## src/rtl/shift_sequencer_pkg.sv

```systemverilog
// rtl/shift_sequencer_pkg.sv - shared encodings for the radix-3 shift sequencer
package shift_sequencer_pkg;
  localparam int WIDTH = 16;

  localparam logic [1:0] MODE_SLL  = 2'b00;
  localparam logic [1:0] MODE_SRA  = 2'b01;
  localparam logic [1:0] MODE_ROR  = 2'b10;
  localparam logic [1:0] MODE_PASS = 2'b11;

  typedef logic [2:0] state_t;
  localparam state_t ST_IDLE   = 3'd0;
  localparam state_t ST_ONES   = 3'd1;
  localparam state_t ST_THREES = 3'd2;
  localparam state_t ST_NINES  = 3'd3;
  localparam state_t ST_DONE   = 3'd4;

  localparam logic [3:0] W_ONES   = 4'd1;
  localparam logic [3:0] W_THREES = 4'd3;
  localparam logic [3:0] W_NINES  = 4'd9;
endpackage

```

## src/rtl/shift_sequencer_if.sv

```systemverilog
// rtl/shift_sequencer_if.sv - request/response bundle of the shift sequencer
interface shift_sequencer_if;
  import shift_sequencer_pkg::*;

  logic             start;
  logic [1:0]       mode;
  logic [3:0]       shamt;
  logic [WIDTH-1:0] data_in;
  logic             busy;
  logic             done;
  logic [WIDTH-1:0] result;

  modport master (output start, output mode, output shamt, output data_in,
                  input busy, input done, input result);
  modport slave  (input start, input mode, input shamt, input data_in,
                  output busy, output done, output result);
endinterface

```

## src/rtl/shift_sequencer_stage.sv

```systemverilog
// rtl/shift_sequencer_stage.sv - one weighted shift stage, shared across all digits
module shift_stage
  import shift_sequencer_pkg::*;
(
  input  logic [WIDTH-1:0] value_i,
  input  logic [1:0]       digit_i,
  input  logic [3:0]       weight_i,
  input  logic [1:0]       mode_i,
  output logic [WIDTH-1:0] value_o
);
  logic [5:0]         k;
  logic [2*WIDTH-1:0] rot;

  assign k = {4'b0, digit_i} * {2'b0, weight_i};

  always_comb begin
    // Rotation via the doubled word: the low half is the rotated value.
    rot = {value_i, value_i} >> k;
    case (mode_i)
      MODE_SLL: value_o = value_i << k;
      MODE_SRA: value_o = $signed(value_i) >>> k;
      MODE_ROR: value_o = rot[WIDTH-1:0];
      default:  value_o = value_i;
    endcase
  end
endmodule

```

## src/rtl/shift_sequencer.sv

```systemverilog
// rtl/shift_sequencer.sv - three-cycle radix-3 shift controller around one shared stage
module shift_sequencer
  import shift_sequencer_pkg::*;
(
  input  logic               clk,
  input  logic               rst_n,
  shift_sequencer_if.slave   bus
);
  state_t           state_q, state_d;
  logic [WIDTH-1:0] work_q, work_d;
  logic [WIDTH-1:0] result_q, result_d;
  logic [1:0]       mode_q, mode_d;
  logic [1:0]       d1_q, d1_d, d3_q, d3_d, d9_q, d9_d;
  logic [1:0]       digit;
  logic [3:0]       weight;
  logic [WIDTH-1:0] stage_out;
  logic             accept;

  assign accept = bus.start && (state_q == ST_IDLE || state_q == ST_DONE);

  always_comb begin
    digit  = 2'd0;
    weight = W_ONES;
    case (state_q)
      ST_ONES:   begin digit = d1_q; weight = W_ONES;   end
      ST_THREES: begin digit = d3_q; weight = W_THREES; end
      ST_NINES:  begin digit = d9_q; weight = W_NINES;  end
      default:   begin digit = 2'd0; weight = W_ONES;   end
    endcase
  end

  shift_stage u_stage (
    .value_i  (work_q),
    .digit_i  (digit),
    .weight_i (weight),
    .mode_i   (mode_q),
    .value_o  (stage_out)
  );

  always_comb begin
    state_d  = state_q;
    work_d   = work_q;
    result_d = result_q;
    mode_d   = mode_q;
    d1_d     = d1_q;
    d3_d     = d3_q;
    d9_d     = d9_q;
    case (state_q)
      ST_IDLE, ST_DONE: begin
        if (accept) begin
          work_d  = bus.data_in;
          mode_d  = bus.mode;
          d1_d    = 2'(bus.shamt % 4'd3);
          d3_d    = 2'((bus.shamt / 4'd3) % 4'd3);
          d9_d    = 2'(bus.shamt / 4'd9);
          state_d = ST_ONES;
        end else begin
          state_d = ST_IDLE;
        end
      end
      ST_ONES: begin
        work_d  = stage_out;
        state_d = ST_THREES;
      end
      ST_THREES: begin
        work_d  = stage_out;
        state_d = ST_NINES;
      end
      ST_NINES: begin
        work_d   = stage_out;
        result_d = stage_out;
        state_d  = ST_DONE;
      end
      default: state_d = ST_IDLE;
    endcase
  end

  always_ff @(posedge clk or negedge rst_n) begin
    if (!rst_n) begin
      state_q  <= ST_IDLE;
      work_q   <= '0;
      result_q <= '0;
      mode_q   <= MODE_SLL;
      d1_q     <= 2'd0;
      d3_q     <= 2'd0;
      d9_q     <= 2'd0;
    end else begin
      state_q  <= state_d;
      work_q   <= work_d;
      result_q <= result_d;
      mode_q   <= mode_d;
      d1_q     <= d1_d;
      d3_q     <= d3_d;
      d9_q     <= d9_d;
    end
  end

  assign bus.busy   = (state_q == ST_ONES) || (state_q == ST_THREES) || (state_q == ST_NINES);
  assign bus.done   = (state_q == ST_DONE);
  assign bus.result = result_q;
endmodule

```

## src/flat_wrapper.sv

```systemverilog
// flat-port wrapper written by rule: the top's interface ports become plain ports
module shift_sequencer_flat import shift_sequencer_pkg::*;
  (clk, rst_n, bus_start, bus_mode, bus_shamt, bus_data_in, bus_busy, bus_done, bus_result);
  shift_sequencer_if bus_i ();
  input  logic clk;
  input  logic rst_n;
  input wire logic [$bits(bus_i.start)-1:0] bus_start;
  input wire logic [$bits(bus_i.mode)-1:0] bus_mode;
  input wire logic [$bits(bus_i.shamt)-1:0] bus_shamt;
  input wire logic [$bits(bus_i.data_in)-1:0] bus_data_in;
  output wire logic [$bits(bus_i.busy)-1:0] bus_busy;
  output wire logic [$bits(bus_i.done)-1:0] bus_done;
  output wire logic [$bits(bus_i.result)-1:0] bus_result;
  assign bus_i.start = bus_start;
  assign bus_i.mode = bus_mode;
  assign bus_i.shamt = bus_shamt;
  assign bus_i.data_in = bus_data_in;
  assign bus_busy = bus_i.busy;
  assign bus_done = bus_i.done;
  assign bus_result = bus_i.result;
  shift_sequencer u_core (.clk(clk), .rst_n(rst_n), .bus(bus_i));
endmodule
```

## config.mk

```make
export PLATFORM = sky130hd
export DESIGN_NAME = shift_sequencer_flat
export DESIGN_NICKNAME = d
export VERILOG_FILES = /design/src/rtl/shift_sequencer_pkg.sv /design/src/rtl/shift_sequencer_if.sv /design/src/rtl/shift_sequencer_stage.sv /design/src/rtl/shift_sequencer.sv /design/src/flat_wrapper.sv
export SDC_FILE = /design/constraint.sdc
export NUM_CORES = 1
export LEC_CHECK = 0
export CAP_MARGIN = 20
export CORE_ASPECT_RATIO = 1.25
export CORE_MARGIN = 5
export CORE_UTILIZATION = 40
export CTS_BUF_LIST = sky130_fd_sc_hd__clkbuf_16
export DETAILED_ROUTE_END_ITERATION = 7
export REMOVE_ABC_BUFFERS = 1
export SYNTH_ARGS = -nofsm -noshare
export SYNTH_HDL_FRONTEND = slang
export SYNTH_HIERARCHICAL = 1
export SYNTH_SLANG_ARGS = --single-unit
```

## constraint.sdc

```tcl
create_clock -name clk -period 5.2 [get_ports clk]
set_input_delay 1.04 -clock clk [delete_from_list [all_inputs] [get_ports clk]]
set_output_delay 1.04 -clock clk [all_outputs]
set_load 0.005 [all_outputs]
```

# After elaboration in Yosys (flattened, before gate mapping)

Index checks and enable logic that the tools add are counted.
Widths: inputs -> output; s select.

Logic and storage cells: 40
Output and inout bits: 18
Register bits: 43

Muxes and demuxes: 7
Eq/ne operators: 7
Multiply operators: 1
Shift-type cells: 3
Div/mod/pow operators: 4
Reduce and logical (&&, ||, !) cells: 11

Operators with widths:

| kind                | number |
|---|---|
| $pmux 16 s3         | 1 |
| $pmux 16 s2         | 1 |
| $shr 32x6->16       | 1 |
| $mux 16             | 1 |
| $shl 16x6->16       | 1 |
| $sshr 16x6->16      | 1 |
| $pmux 3 s4          | 1 |
| $mod 4x2->4 const B | 2 |
| $pmux 4 s2          | 1 |
| $eq 3x2->1 const B  | 2 |
| $mul 2x4->6         | 1 |
| $pmux 2 s3          | 1 |
| $div 4x2->4 const B | 1 |
| $div 4x4->4 const B | 1 |
| $reduce_and 2->1    | 2 |
| $eq 3x1->1 const B  | 1 |
| $eq 3x3->1 const B  | 1 |
| $logic_not 3->1     | 1 |
| $logic_or 1x1->1    | 3 |
| $reduce_or 3->1     | 1 |
| $eq 2x1->1 const B  | 1 |
| $eq 2x2->1 const B  | 1 |
| $logic_not 2->1     | 1 |
| $ne 2x1->1 const B  | 1 |
| other kinds (4)     | 4 |

# Longest topological paths before layout

Depth in word-level cells: 6
Gate-level depth with buffers: 20
Gate-level depth less buffers: 15

# Cells and area by module

Netlist, hierarchy kept.

Modules (own cells, without submodules):

| module          | area an instance (µm²) | seq. area each (µm²) | cells an instance | instances |
|---|---|---|---|---|
| shift_stage     | 2793.9                 | 0.0                  | 398               | 1 |
| shift_sequencer | 2037.0                 | 1051.0               | 216               | 1 |

# Worst setup path after synthesis

Ideal clock, no wire load.

Path kind: reg-to-reg
Start: reg u_core.state_q[0]
End: reg u_core.work_q[14]
Stages on the path, launching flop included: 20
Path slack: 785 ps
Setup time: 136 ps
Period minus slack after synthesis: 4415 ps
Arrival: 4280 ps
Buffers on the path: 4
Data required time: 5064 ps
Path through: dfrtp_1 > and2b_1 > a22oi_1 > nor2_1 > clkbuf_1 > clkbuf_1 > and2_1 > ha_1 > inv_1 > fa_1 > buf_2 > inv_1 > clkbuf_1 > mux4_2 > mux2i_4 > nor3_1 > or4_1 > o32a_1 > nand2_1 > o21ai_0

Cells in the longest elaborated chain, start to end: 6
Elaborated cells on any way between the ends: 20

RTL lines:

| what                                        | RTL line                    | RTL |
|---|---|---|
| start, declared                             | shift_sequencer.sv:9        | `state_t state_q, state_d;` |
| start signal, assigned                      | shift_sequencer.sv:88       | `state_q <= state_d;` |
| $eq 3x2->1 or $eq 3x1->1 (tied branches)    | shift_sequencer.sv:24       | `case (state_q)` |
| $pmux 2 s3 *                                | shift_sequencer.sv:24       |  |
| net u_core.digit[0]                         | shift_sequencer.sv:14       | `logic [1:0] digit;` |
| $mul 2x4->6 *                               | shift_sequencer_stage.sv:14 | `assign k = {4'b0, digit_i} * {2'b0, weight_i};` |
| $shr 32x6->16, or another cell as far along | shift_sequencer_stage.sv:18 | `rot = {value_i, value_i} >> k;` |
| $pmux 16 s3 *                               | shift_sequencer_stage.sv:19 | `case (mode_i)` |
| net u_core.stage_out[14]                    | shift_sequencer.sv:16       | `logic [WIDTH-1:0] stage_out;` |
| $pmux 16 s2 *                               | shift_sequencer.sv:48       | `case (state_q)` |
| end signal, assigned                        | shift_sequencer.sv:89       | `work_q <= work_d;` |
| end, declared                               | shift_sequencer.sv:10       | `logic [WIDTH-1:0] work_q, work_d;` |

The timed path passes the listed nets; every way through them passes the cells marked *.
A chain may end at the register's enable or synchronous reset.

# Worst setup path in the final report

Same ends and word-level chain as after synthesis.

==> parameters.txt <==
Parameter                              Value

Timing
  Post-layout minimum cycle time    4.40 ns
  Final Cycle Share    84.6%
  Highest achievable clock rate    ~230 MHz
  Actual slew at the worst max-slew pin    0.953 ns
  Final total negative setup slack    0 ns
  Final Hold Viols    0
  Setup violation total in the final timing report    0
  Worst clock skew on the final layout    0.00596 ns
  Normalized max-slew margin    35.6%
  Worst setup margin    0.800 ns
  Setup repair after global routing missed its margin    no
  Max-slew violation total from the final report    0

Critical path
  Critical path start-end classification    reg2reg
  Worst-path fanout max    14
  Cell family with most CP delay    simple AND/OR/NAND/NOR gates
  Slowest Stage Delay on Critical Path    about 0.55 ns
  Cell at the slowest stage of the critical path    sky130_fd_sc_hd__a2111oi_4
  Element type at the critical path end    register
  Element type at the critical path start    register
  CP Cell Sequence    and2b_1, nand2_1, a21oi_1, and2_1, ha_1, inv_1, fa_1, xnor2_2, buf_4, a2111oi_4, nor2_2, or4_1, o311a_1, o32a_1, nand2_1, o21ai_0
  Endpoint required time on the critical path    5.37 ns
  CP most frequent cell    sky130_fd_sc_hd__nand2_1
  Arrival time worst endpoint    4.57 ns
  Buffering stage count on the worst path with inverters included    2

Placed design
  Input/output buffers    42
  Worst slack after detailed placement    0.930 ns
  GPL Wtd Cong    1.06
  Placed wire-length estimate after detailed placement    14300 um

Clock tree
  Cts hold-fix bufs    0
  Buffer type at the clock tree root    sky130_fd_sc_hd__clkbuf_16
  Maximum number of buffers from clock root to sink    2
  Number of clock sinks seen by CTS    42
  Number of clock buffers inserted by TritonCTS    5
  Clock transition at the register clock pins on the worst setup and hold paths after CTS    0.06 ns
  CTS tree    done
  Post-CTS setup-driven buffer insertion count    0
  Number of cells upsized or downsized after cts    0
  Number of H-tree levels    2
  Insertion delay to the later sink of the worst-skew pair    a little under 0.3 ns

Detailed routing
  Vias post-DR    5274
  DR DRC count    0
  Number of iterations in the first detailed-routing pass    6
  Number of DRC markers in iteration 0    576
  Count of nets left with antenna violations after detail routing    0
  Average routed wire per standard cell    24.3 um
  Vias/cell    6.61
  DRT Wirelength    19400 um

Yosys
  Post-Synthesis Cells    614
  Fraction of the yosys area taken by sequential cells    21.8%
  Yosys top cell area share    21.8%
  Count of unique library cells instantiated by Yosys    81
  Main flop type after synthesis    sky130_fd_sc_hd__dfrtp_1
  Average footprint of a synthesized cell    7.87 um2
  Mapped cell area    approximately 4800 um2
  Asr flop ratio synth    100%
  Top cell type by total area after synthesis    sky130_fd_sc_hd__dfrtp_1
  Number of enable flip-flop cells after synthesis    0
  Leading post-synthesis cells by cell area    sky130_fd_sc_hd__dfrtp_1 (22%), sky130_fd_sc_hd__mux4_2 (7.9%), sky130_fd_sc_hd__nand2_1 (7.8%), sky130_fd_sc_hd__mux2i_1 (7.0%), sky130_fd_sc_hd__o21ai_0 (4.0%)
  Synth Register Bits    42
  Number of warning messages in the yosys log    6

GRT
  Combined global-route utilization of all metal layers    a little over a quarter
  Initial antenna violation count    0
  Largest net degree at the start of global routing    43
  Aggregate global routing overflow    0
  Global-route wire length before repair    29900 um
  Via count of the first global-routing pass    around 5.1k

Floorplanning
  DIE HEIGHT    between 100 and 150 um
  Num ports    43
  Placement row count    45
  Die Span X    108 um
  Floorplan die area    14400 um2
  Initial core utilization    between 40 and 50%
  Core area    12000 um2

Cells and area
  Layout Nets    666
  Area growth from synthesis to layout    13.7%
  Number of inserted diodes    0
  Commonest cells after routing, fill and taps aside    sky130_fd_sc_hd__nand2_1 (101), sky130_fd_sc_hd__nor2_1 (43), sky130_fd_sc_hd__dfrtp_1 (42)
  Fraction of layout instances using a drive strength above 1    10.6%
  End-of-flow core utilization    45.8%
  Most common library cell in the layout ignoring fill and taps    sky130_fd_sc_hd__nand2_1

Power
  Peak VDD IR    0.362 mV
  PD cells    783 nW/um2
  Tot Pwr    4.30 mW
  Pleak    2.35 nW

Min path
  Path type of the worst min-delay path    reg2reg

Run
  Maximum capacitance violations    0

Run status
  Result of the run    finished, final reports clean
==> cells in the mapped netlist, types with 8 or more instances <==
cell,number
sky130_fd_sc_hd__o21ai_0,39
sky130_fd_sc_hd__nand2_1,101
sky130_fd_sc_hd__nand3_1,21
sky130_fd_sc_hd__a211oi_1,11
sky130_fd_sc_hd__and2_1,15
sky130_fd_sc_hd__mux4_2,17
sky130_fd_sc_hd__nor2_1,44
sky130_fd_sc_hd__dfrtp_1,42
sky130_fd_sc_hd__o22ai_1,8
sky130_fd_sc_hd__clkbuf_1,28
sky130_fd_sc_hd__mux2_2,10
sky130_fd_sc_hd__o211ai_1,16
sky130_fd_sc_hd__mux2i_1,34
sky130_fd_sc_hd__a21oi_1,31
sky130_fd_sc_hd__nor3_1,25
sky130_fd_sc_hd__and3_1,10
sky130_fd_sc_hd__inv_1,12
==> per-layer routing <==
| layer | part of all wire, % | vias to the layer above | track usage [%] |
|---|---|---|---|
| li1 | - | 2348 | - |
| met3 | 8.3 | 74 | 3.56 |
| met5 | 0 | - | 0 |
| met2 | 47 | 331 | 42.4 |
| met4 | 5.6 | 0 | 13.8 |
| met1 | 40 | 2521 | 35.3 |
==> where the power goes <==
group	switching (mW)	total, mW	internal, mW
clock network	0.132	0.357	0.225
registers	0.324	0.802	0.478
logic	1.92	3.14	1.23
==> flip-flops by register name, indices dropped and copies added, names as in the netlist <==
signal             flops
u_core/bus.result     16
u_core/work_q         16
u_core/state_q         3
u_core/d1_q            2
u_core/d3_q            2
u_core/mode_q          2
u_core/d9_q            1
==> stage by stage <==
stage	cell area, um2	hold WS, ns	cells
5_1_grt	5490	0.499	798
6_report	5490	0.479	798
4_1_cts	5490	0.485	798
3_3_place_gp	5330	0.462	790
2_1_floorplan	4600	0.444	570
3_5_place_dp	5330	0.461	790
==> path summary, 6_finish.rpt <==
| kind | slack [ns] | to | cells after the start | start |
|---|---|---|---|---|
| worst max-delay path | 0.80 | u_core/work_q[14] | 16 | u_core/state_q[0] |
| worst min-delay path | 0.48 | u_core/bus.result[1] | 2 | u_core/bus.result[1] |
| worst max register to register | 0.80 | u_core/work_q[14] | 16 | u_core/state_q[0] |
| worst min register to register | 0.48 | u_core/bus.result[1] | 2 | u_core/bus.result[1] |
| max in group asynchronous | 3.73 | u_core/work_q[9] | 1 | rst_n |
| min in group asynchronous | 0.88 | u_core/d9_q[0] | 1 | rst_n |
==> tightest hold or removal path: stages, from the launching register on <==
cell                      delay [ns]
sky130_fd_sc_hd__dfrtp_1        0.34
sky130_fd_sc_hd__nand2_1        0.05
sky130_fd_sc_hd__nand2_1        0.06
==> kinds of logic (layout without fill, tap and decap cells) <==
logic type,after synthesis,count (layout),synth area share (%)
xor gates and xnor gates,2,2,0.518
DFF,42,42,21.8
adders and majority gates,8,8,2.23
AOI/OAI and AO/OA,183,183,26.7
other,2,6,0.155
and+or+nand+nor,253,253,24.7
muxes,62,62,17.8
buffers and inverters,62,78,6.19
==> area by class of cell <==
cell class                      instances  area (um2)
Timing Repair Buffer                   56         520
Fill cell                            1221        6500
Sequential cell                        42        1050
Inverter                               14        52.6
Multi-Input combinational cell        514        3500
Clock inverter                          3        41.3
Tap cell                              164         205
Clock buffer                            5         125
Note: power is estimated with default switching activity, not from simulation.
